**src/rtl/game_sprite_spawn_ctrl.sv**
```systemverilog
// game_sprite_spawn_ctrl
// Launch/respawn sequencer for one sprite. It loads a start position and
// velocity, enables motion, watches screen entry/exit and freezes the sprite
// for a hold period after a collision. Every output is a registered decode of
// the next state, so each strobe lines up with the state it belongs to.
module game_sprite_spawn_ctrl #(
    parameter int screen_width  = 640,
    parameter int screen_height = 480,
    parameter int w_x           = $clog2(screen_width),
    parameter int w_y           = $clog2(screen_height),
    parameter int SPRITE_WIDTH  = 8,
    parameter int DX_WIDTH      = 2,
    parameter int DY_WIDTH      = 2,
    parameter int START_Y       = 0,
    parameter int RESPAWN_DELAY = 1000000,
    parameter int HIT_HOLD      = 500000,
    parameter int ENTER_TIMEOUT = 2000000,
    parameter int CNT_W         = 24
) (
    input  logic                clk,
    input  logic                rst,
    input  logic                launch,
    input  logic                abort,
    input  logic                auto_respawn,
    input  logic [DX_WIDTH-1:0] cfg_dx,
    input  logic [DY_WIDTH-1:0] cfg_dy,
    input  logic                collision,
    input  logic                sprite_within_screen,
    output logic                sprite_write_xy,
    output logic                sprite_write_dxy,
    output logic [w_x-1:0]      sprite_write_x,
    output logic [w_y-1:0]      sprite_write_y,
    output logic [DX_WIDTH-1:0] sprite_write_dx,
    output logic [DY_WIDTH-1:0] sprite_write_dy,
    output logic                sprite_enable_update,
    output logic                busy,
    output logic                hit,
    output logic                escaped,
    output logic [7:0]          spawn_count
);

    typedef enum logic [2:0] {
        ST_IDLE         = 3'd0,
        ST_LOAD_XY      = 3'd1,
        ST_LOAD_DXY     = 3'd2,
        ST_ENTER        = 3'd3,
        ST_RUN          = 3'd4,
        ST_HIT          = 3'd5,
        ST_RESPAWN_WAIT = 3'd6
    } state_t;

    // Last counter value of each timed state (counter starts at 0 on entry).
    localparam logic [CNT_W-1:0] ENTER_LAST   = CNT_W'(ENTER_TIMEOUT - 1);
    localparam logic [CNT_W-1:0] HIT_LAST     = CNT_W'(HIT_HOLD - 1);
    localparam logic [CNT_W-1:0] RESPAWN_LAST = CNT_W'(RESPAWN_DELAY - 1);
    // Largest legal X is X_LIMIT-1 so the whole sprite stays on screen.
    localparam logic [w_x-1:0]   X_LIMIT      = w_x'(screen_width - SPRITE_WIDTH);
    localparam logic [15:0]      LFSR_SEED    = 16'hACE1;

    state_t           state_r;
    state_t           state_s;
    logic [CNT_W-1:0] cnt_r;
    logic [15:0]      lfsr_r;

    // Fibonacci LFSR, taps 16,14,13,11; a nonzero seed never reaches zero.
    function automatic logic [15:0] lfsr_next(input logic [15:0] cur);
        return {cur[14:0], cur[15] ^ cur[13] ^ cur[12] ^ cur[10]};
    endfunction

    // Fold the raw LFSR bits into [0, X_LIMIT) with a single subtraction.
    function automatic logic [w_x-1:0] spawn_x(input logic [15:0] cur);
        logic [w_x-1:0] raw;
        raw = cur[w_x-1:0];
        if (raw >= X_LIMIT) begin
            return raw - X_LIMIT;
        end else begin
            return raw;
        end
    endfunction

    // Next-state decode; abort outranks collision, which outranks exit/timeout.
    always_comb begin
        state_s = state_r;
        if (abort) begin
            state_s = ST_IDLE;
        end else begin
            case (state_r)
                ST_IDLE: begin
                    if (launch) state_s = ST_LOAD_XY;
                    else        state_s = ST_IDLE;
                end
                ST_LOAD_XY:  state_s = ST_LOAD_DXY;
                ST_LOAD_DXY: state_s = ST_ENTER;
                ST_ENTER: begin
                    if (collision)                 state_s = ST_HIT;
                    else if (sprite_within_screen) state_s = ST_RUN;
                    else if (cnt_r == ENTER_LAST)  state_s = ST_RESPAWN_WAIT;
                    else                           state_s = ST_ENTER;
                end
                ST_RUN: begin
                    if (collision)                  state_s = ST_HIT;
                    else if (!sprite_within_screen) state_s = ST_RESPAWN_WAIT;
                    else                            state_s = ST_RUN;
                end
                ST_HIT: begin
                    if (cnt_r == HIT_LAST) state_s = ST_IDLE;
                    else                   state_s = ST_HIT;
                end
                ST_RESPAWN_WAIT: begin
                    if (cnt_r == RESPAWN_LAST) begin
                        if (auto_respawn) state_s = ST_LOAD_XY;
                        else              state_s = ST_IDLE;
                    end else begin
                        state_s = ST_RESPAWN_WAIT;
                    end
                end
                default: state_s = ST_IDLE;
            endcase
        end
    end

    // State, counter, LFSR and all registered outputs.
    always_ff @(posedge clk or negedge rst) begin
        if (!rst) begin
            state_r              <= ST_IDLE;
            cnt_r                <= '0;
            lfsr_r               <= LFSR_SEED;
            sprite_write_xy      <= 1'b0;
            sprite_write_dxy     <= 1'b0;
            sprite_write_x       <= '0;
            sprite_write_y       <= w_y'(START_Y);
            sprite_write_dx      <= '0;
            sprite_write_dy      <= '0;
            sprite_enable_update <= 1'b0;
            busy                 <= 1'b0;
            hit                  <= 1'b0;
            escaped              <= 1'b0;
            spawn_count          <= 8'd0;
        end else begin
            state_r <= state_s;
            lfsr_r  <= lfsr_next(lfsr_r);
            // Counter restarts on every state entry and on abort.
            if (abort || (state_s != state_r)) begin
                cnt_r <= '0;
            end else begin
                cnt_r <= cnt_r + CNT_W'(1);
            end
            sprite_write_xy      <= (state_s == ST_LOAD_XY);
            sprite_write_dxy     <= (state_s == ST_LOAD_DXY);
            sprite_enable_update <= (state_s == ST_ENTER) || (state_s == ST_RUN);
            busy                 <= (state_s != ST_IDLE);
            hit                  <= (state_s == ST_HIT) && (state_r != ST_HIT);
            escaped              <= (state_s == ST_RESPAWN_WAIT) &&
                                    ((state_r == ST_ENTER) || (state_r == ST_RUN));
            // Position is captured when LOAD_XY is entered.
            if (state_s == ST_LOAD_XY) begin
                sprite_write_x <= spawn_x(lfsr_r);
                sprite_write_y <= w_y'(START_Y);
                spawn_count    <= spawn_count + 8'd1;
            end
            // Velocity is sampled during LOAD_XY, ready for the dxy strobe.
            if (state_r == ST_LOAD_XY) begin
                sprite_write_dx <= cfg_dx;
                sprite_write_dy <= cfg_dy;
            end
        end
    end

endmodule

```
**config.mk**
```make
export PLATFORM = sky130hd
export DESIGN_NAME = game_sprite_spawn_ctrl
export DESIGN_NICKNAME = d
export VERILOG_FILES = /design/src/rtl/game_sprite_spawn_ctrl.sv
export SDC_FILE = /design/constraint.sdc
export NUM_CORES = 1
export LEC_CHECK = 0
export ABC_CLOCK_PERIOD_IN_PS = 7800
export BUFFER_PORTS_ARGS = -buffer_cell sky130_fd_sc_hd__buf_2
export CAP_MARGIN = 5
export CORE_AREA = 2 2 81 83
export DETAILED_ROUTE_END_ITERATION = 10
export DIE_AREA = 0 0 83 85
export GPL_ROUTABILITY_DRIVEN = 1
export HOLD_SLACK_MARGIN = 0.12
export PLACE_DENSITY = 0.76
export SLEW_MARGIN = 15
export SYNTH_ARGS = -nofsm -noshare
export SYNTH_HDL_FRONTEND = slang
export SYNTH_SLANG_ARGS = --single-unit
```
**constraint.sdc**
```tcl
create_clock -name clk -period 7.8 [get_ports clk]
set_clock_uncertainty 0.15 [all_clocks]
set_input_delay 0 -clock clk [delete_from_list [all_inputs] [get_ports clk]]
set_output_delay 0 -clock clk [all_outputs]
set_load 0.02 [all_outputs]
```
# --- After elaboration in Yosys (flattened, before gate mapping) ---
# Cells that the tools add are included.
word_totals:
  ff_bits: 71
  inputBits: 11
  output_inout_bits: 37
  elab_cells: 57
op_classes:
  add_sub_neg: 3
  n_lt_le_gt_ge: 1
  n_eq_ne: 17
  mux: 13
  bitwise_logic: 3
  n_reduce_logical: 7
ops:
  columns: ["cell", "count"]
  rows:
  - ["$add A24 B1 Y24 const B", 1]
  - ["$eq A24 B19 Y1 const B", 1]
  - ["$eq A24 B20 Y1 const B", 1]
  - ["$eq A24 B21 Y1 const B", 1]
  - ["$mux W24", 1]
  - ["$pmux W3 S7", 1]
  - ["$eq A3 B3 Y1 const B", 6]
  - ["$mux W3", 6]
  - ["$eq A3 B2 Y1 const B", 4]
  - ["$ge A10 B10 Y1 const B", 1]
  - ["$mux W10", 1]
  - ["$sub A10 B10 Y10 const B", 1]
  - ["$add A8 B1 Y8 const B", 1]
  - ["$eq A3 B1 Y1 const B", 2]
  - ["$mux W2", 2]
  - ["$logic_not A3 Y1", 1]
  - ["$logic_or A1 B1 Y1", 3]
  - ["$ne A3 B3 Y1", 1]
  - ["$ne A3 B3 Y1 const B", 1]
  - ["$reduce_bool A3 Y1", 1]
  - ["$xor A1 B1 Y1", 3]
  - ["$logic_and A1 B1 Y1", 2]
  - ["$mux W1", 2]

# --- Longest topological paths before layout ---
depth:
  ltp_word: 9
  depth_mapped: 9
  ltp_nobuf: 8

# --- Worst setup path after synthesis ---
# Ideal clock, no wire load.
synth_path:
  path_kind: "register to register"
  startpoint: "register cnt_r[0]"
  endpoint: "register sprite_write_x[2]"
  setup_ps: 125
  t_arrival_ps: 2554
  required_ps: 7525
  slack_ps: 4971
  path_stages_with_launch: 9
  path_buffers: 1
  synth_period_minus_slack_ps: 2829
  path_cell_list: "dfrtp_1 > ha_1 > and4_4 > nand2_1 > or3_1 > o211a_1 > a2111oi_4 > buf_6 > mux2_2"
synth_via:
  elab_chain_len: 7
  word_cells_on_any_way: 11
  cone_classes: "eq/ne: 4; mux: 7"
synth_rtl:
  columns: ["element", "line", "source"]
  rows:
  - ["from (decl)", "62", "logic [CNT_W-1:0] cnt_r;"]
  - ["from (signal assigned)", "146", "cnt_r <= cnt_r + CNT_W'(1);"]
  - ["$eq A24 B21 Y1", "97", "else if (cnt_r == ENTER_LAST) state_s = ST_RESPAWN_WAIT;"]
  - ["$mux W3", "97", null]
  - ["$mux W3", "96", "else if (sprite_within_screen) state_s = ST_RUN;"]
  - ["$mux W3", "95", "if (collision) state_s = ST_HIT;"]
  - ["$pmux W3 S7 *", "87", "case (state_r)"]
  - ["$mux W3 *", "84", "if (abort) begin"]
  - ["$eq A3 B1 Y1 *", "156", "if (state_s == ST_LOAD_XY) begin"]
  - ["to (signal assigned)", "157", "sprite_write_x <= spawn_x(lfsr_r);"]
  - ["to (decl)", "31", "output logic [w_x-1:0] sprite_write_x,"]
# Every way passes the cells marked *; elsewhere a longest branch is shown, timed or not.
# A chain may end at the register's enable or synchronous reset.

# --- Final worst setup path ---
layout_path:
  startpoint: "register state_r[1]"
  endpoint: "register spawn_count[1]"
layout_via:
  elab_chain_len: 4
  word_cells_on_any_way: 10
  cone_classes: "eq/ne: 7; mux: 2; reduce/logical: 1"
layout_rtl:
  columns: ["element", "line", "source"]
  rows:
  - ["from (decl)", "60", "state_t state_r;"]
  - ["from (signal assigned)", "140", "state_r <= state_s;"]
  - ["$eq A3 B3 Y1, or another cell as far along", "87", null]
  - ["$pmux W3 S7 *", "87", null]
  - ["$mux W3 *", "84", null]
  - ["$eq A3 B1 Y1 *", "156", null]
  - ["to (signal assigned)", "159", "spawn_count <= spawn_count + 8'd1;"]
  - ["to (decl)", "39", "output logic [7:0] spawn_count"]
# Marks and branches as above.

==> key figures <==
Outcome
  • Status: finished clean

Global routing
  • Pin count of the biggest net entering global routing: 72
  • Grt ovf: 0
  • Initial antenna violation count: 0
  • First-pass GRT wire length: 11400 microns
  • Overall Global Routing Usage: 19.8%
  • Vias in the first global route: 2446

Finish
  • Final net count: 367
  • Ant. Diodes: 0
  • Post-Layout Cell Count: 435
  • Layout area overhead: 15.0%
  • Layout cells sized above 1: between 20 and 25%

Setup path
  • Setup Crit Path Kind: flip-flop to flip-flop
  • CP required: 7880 ps
  • Max incr delay on CP: 580 ps
  • Arrival time worst endpoint: 3060 ps
  • Slowest cell on the critical path: dfrtp_1
  • CP Capture Type: flip-flop
  • Critical path, cell by cell: nor4b_1 > nand3_1 > or3_1 > o211a_1 > a2111oi_4 > buf_4 > mux2_2
  • Crit Path Max Fanout: 24
  • R2r setup slk: 4820 ps
  • Startpoint types: flip-flop

Clocking
  • Clock buffer depth: 2
  • H-tree depth: 3
  • Root buf cell: clkbuf_8
  • CTS Buf Count: 9
  • Number of setup buffers added after CTS: 0
  • Clock Pin Slew Worst Setup and Hold Paths: 80 ps
  • CTS tree: built
  • Clk sink count: 71
  • Later-pin clock latency in the skew report: 350 ps

Drt
  • Drt wl/cell: between 10 and 15 microns
  • First DRT Iteration DRCs: 146
  • Vias: 2408
  • Wire length on met3: 288 microns
  • Max Used Layer: met4
  • Detail Route met2 WL: about 3200 microns
  • Vias per cell: around 5.5
  • Routed Antenna Nets: 0
  • DRT Pass-1 Iters: 4
  • Post-Route WL: 6340 microns
  • Drt drc: 0
  • M1 WL: 2790 microns

Floorplan
  • Die W: 83 microns
  • Core Area: about 6200 sq um
  • Die ar.: 7060 sq um
  • Die Ht: 85 microns
  • Initial Utilization: 53.3%
  • IO Pins: 48
  • # rows: 29

Power
  • Switch share: between 30% and 40%
  • Internal power: 0.000720 W
  • Sw Pwr: between 0.0004 and 0.0005 W
  • Comb power frac: 34.1%
  • Clk network pwr share: 24.8%
  • Leak: 1.73 nW
  • IR drop worst, VDD: 0.000252 V
  • Power Density: 306 nW/um^2
  • Final Power: 0.00116 W
  • Seq pwr share: 41.2%

Synth
  • Avg Cell Area, Syn: 10.8 sq um
  • Post-synth EDFFs: 0
  • Mux share of post-synthesis cell area: 3.41%
  • Synth Area in Compound Gates: a little under 7%
  • Register area share after synthesis: 54.0%
  • Post-synth top flop: dfrtp_1
  • Synthesized instance count: 305
  • Simple-Gate Fraction of Synth Area: 20.2%
  • Cell variety after synth: between 40 and 50
  • YS warnings: 0
  • Post-synth ARST share: 100%
  • Post-synthesis xor/xnor area fraction: approximately 9.8%
  • Mapped Area: 3310 sq um
  • #FFs+latches synth: between 70 and 80
  • Post-Synth Adder-Cell Area: 1.14%
  • Main combinational cell family by area after synthesis: simple AND/OR/NAND/NOR gates

Timing
  • Max Freq: approximately 340 MHz
  • Slew @ Worst Pin: around 860 ps
  • Max-slew violation count: 0
  • Max transition margin: 42.7%
  • Total negative slack: 0 ps
  • Final period util: approximately two fifths
  • WHS: 210 ps
  • Period minus WS final: 2980 ps
  • Setup repair after global routing missed its margin: false
  • Final hold vios: 0
  • Endpoints failing setup: 0

Placed design
  • PortBufs: 38
  • Post-Place Cells: 411
  • RePlAce Congestion: about 0.92
  • HPWL Detailed: 4290 microns

Min path
  • Hold WC Path Type: flip-flop to flip-flop

Run
  • Max-Cap Viols: 0
metrics by stage:
stage / setup WS [ps] / instance area (sq um) / util (%)
after floorplan: 4970 / 3340 / -
after CTS: 4840 / 3800 / 61.3
after global routing: 4590 / 3800 / 61.3
after global placement: 4920 / 3530 / 56.8
final: 4820 / 3800 / 61.3
after detailed placement: 4850 / 3530 / 56.8
worst paths after layout:
check / from / to / cells past startpoint
max in group asynchronous: rst / spawn_count[1] / 3
setup / recovery: state_r[1] / spawn_count[1] / 7
hold reg to reg: lfsr_r[14] / lfsr_r[15] / 0
min in group asynchronous: rst / sprite_write_dx[0] / 3
setup reg to reg: state_r[1] / spawn_count[1] / 7
hold / removal: lfsr_r[14] / lfsr_r[15] / 0
area by class of cell:
class,count,area [sq um]
inverter,6,22.5
clock inverter,6,68.8
sequential,71,1790
multi-input combinational,215,1400
timing repair buffer,50,300
fill,486,2400
tap,77,96.3
clock buffer,10,128
timing repair:
action                                 CTS  global route
gates resized for setup                  0             0
endpoints found under the hold margin   91             0
hold buffers                             8             0
cells in the final DEF, fill, tap and decap left out, drive strengths merged, types with 4 or more instances in the layout:
cell type / instances
inv: 7
mux2: 10
nand2: 29
nor4: 24
nand4: 8
buf: 42
clkbuf: 10
dfstp: 8
o31ai: 4
nand3: 15
nor2: 18
dfrtp: 63
xnor2: 23
xor2: 14
nor3: 6
and3: 12
a21oi: 8
dlygate4sd3: 8
conb: 9
a31oi: 4
worst max-delay path: cells and delay by family, from the launching register on:
kind	cells	cell delay, ps
AND/OR/NAND/NOR	3	840
AO/OA/AOI/OAI	2	620
flip-flops	1	580
multiplexers	1	360
buffers and inverters	1	310
power by group through the flow:
stage / sequential, W / clock (W) / combinational, W
2_1_floorplan: 0.000516 / 0 / 0.000255
3_3_place_gp: 0.000482 / 0 / 0.000379
3_5_place_dp: 0.000485 / 0 / 0.000389
4_1_cts: 0.000478 / 0.000295 / 0.000399
5_1_grt: 0.000489 / 0.000309 / 0.000435
6_report: 0.000479 / 0.000288 / 0.000396
state kept, by name, indices dropped and copies added, names as in the netlist:
| register | cells |
|---|---|
| sprite_enable_update | 1 |
| state_r | 3 |
| sprite_write_dx | 2 |
| sprite_write_dy | 2 |
| busy | 1 |
| sprite_write_xy | 1 |
| sprite_write_dxy | 1 |
| lfsr_r | 16 |
| cnt_r | 24 |
| spawn_count | 8 |
| escaped | 1 |
| hit | 1 |
| sprite_write_x | 10 |
cell usage after synthesis, types with 4 or more instances:
master,instances,share of area (%)
a21oi_1,8,1.2
a31oi_1,4,0.76
and3_1,12,2.3
buf_4,10,2.3
clkbuf_1,5,0.57
dfrtp_1,63,48
dfstp_2,8,6.4
inv_1,6,0.68
mux2_2,10,3.4
nand2_1,29,3.3
nand3_1,15,2.3
nand4_1,8,1.5
nor2_1,18,2.0
nor3_1,6,0.91
nor4_1,23,4.4
o31ai_1,4,0.91
xnor2_1,23,6.1
xor2_1,14,3.7
logic make-up after synthesis:
family                   after synthesis
AND/OR/NAND/NOR                      126
buffers and inverters                 27
flip-flops                            71
adder cells (fa/ha/maj)                3
XOR/XNOR                              37
multiplexers                          10
other                                  1
AO/OA/AOI/OAI                         30
layer usage:
metal	global-route usage (%)	vias to the layer above
met3	4.96	5
met2	34.1	55
li1	-	1162
met1	25.1	1186
met5	0	-
met4	5.66	0
Note: power is estimated with default switching activity, not from simulation.
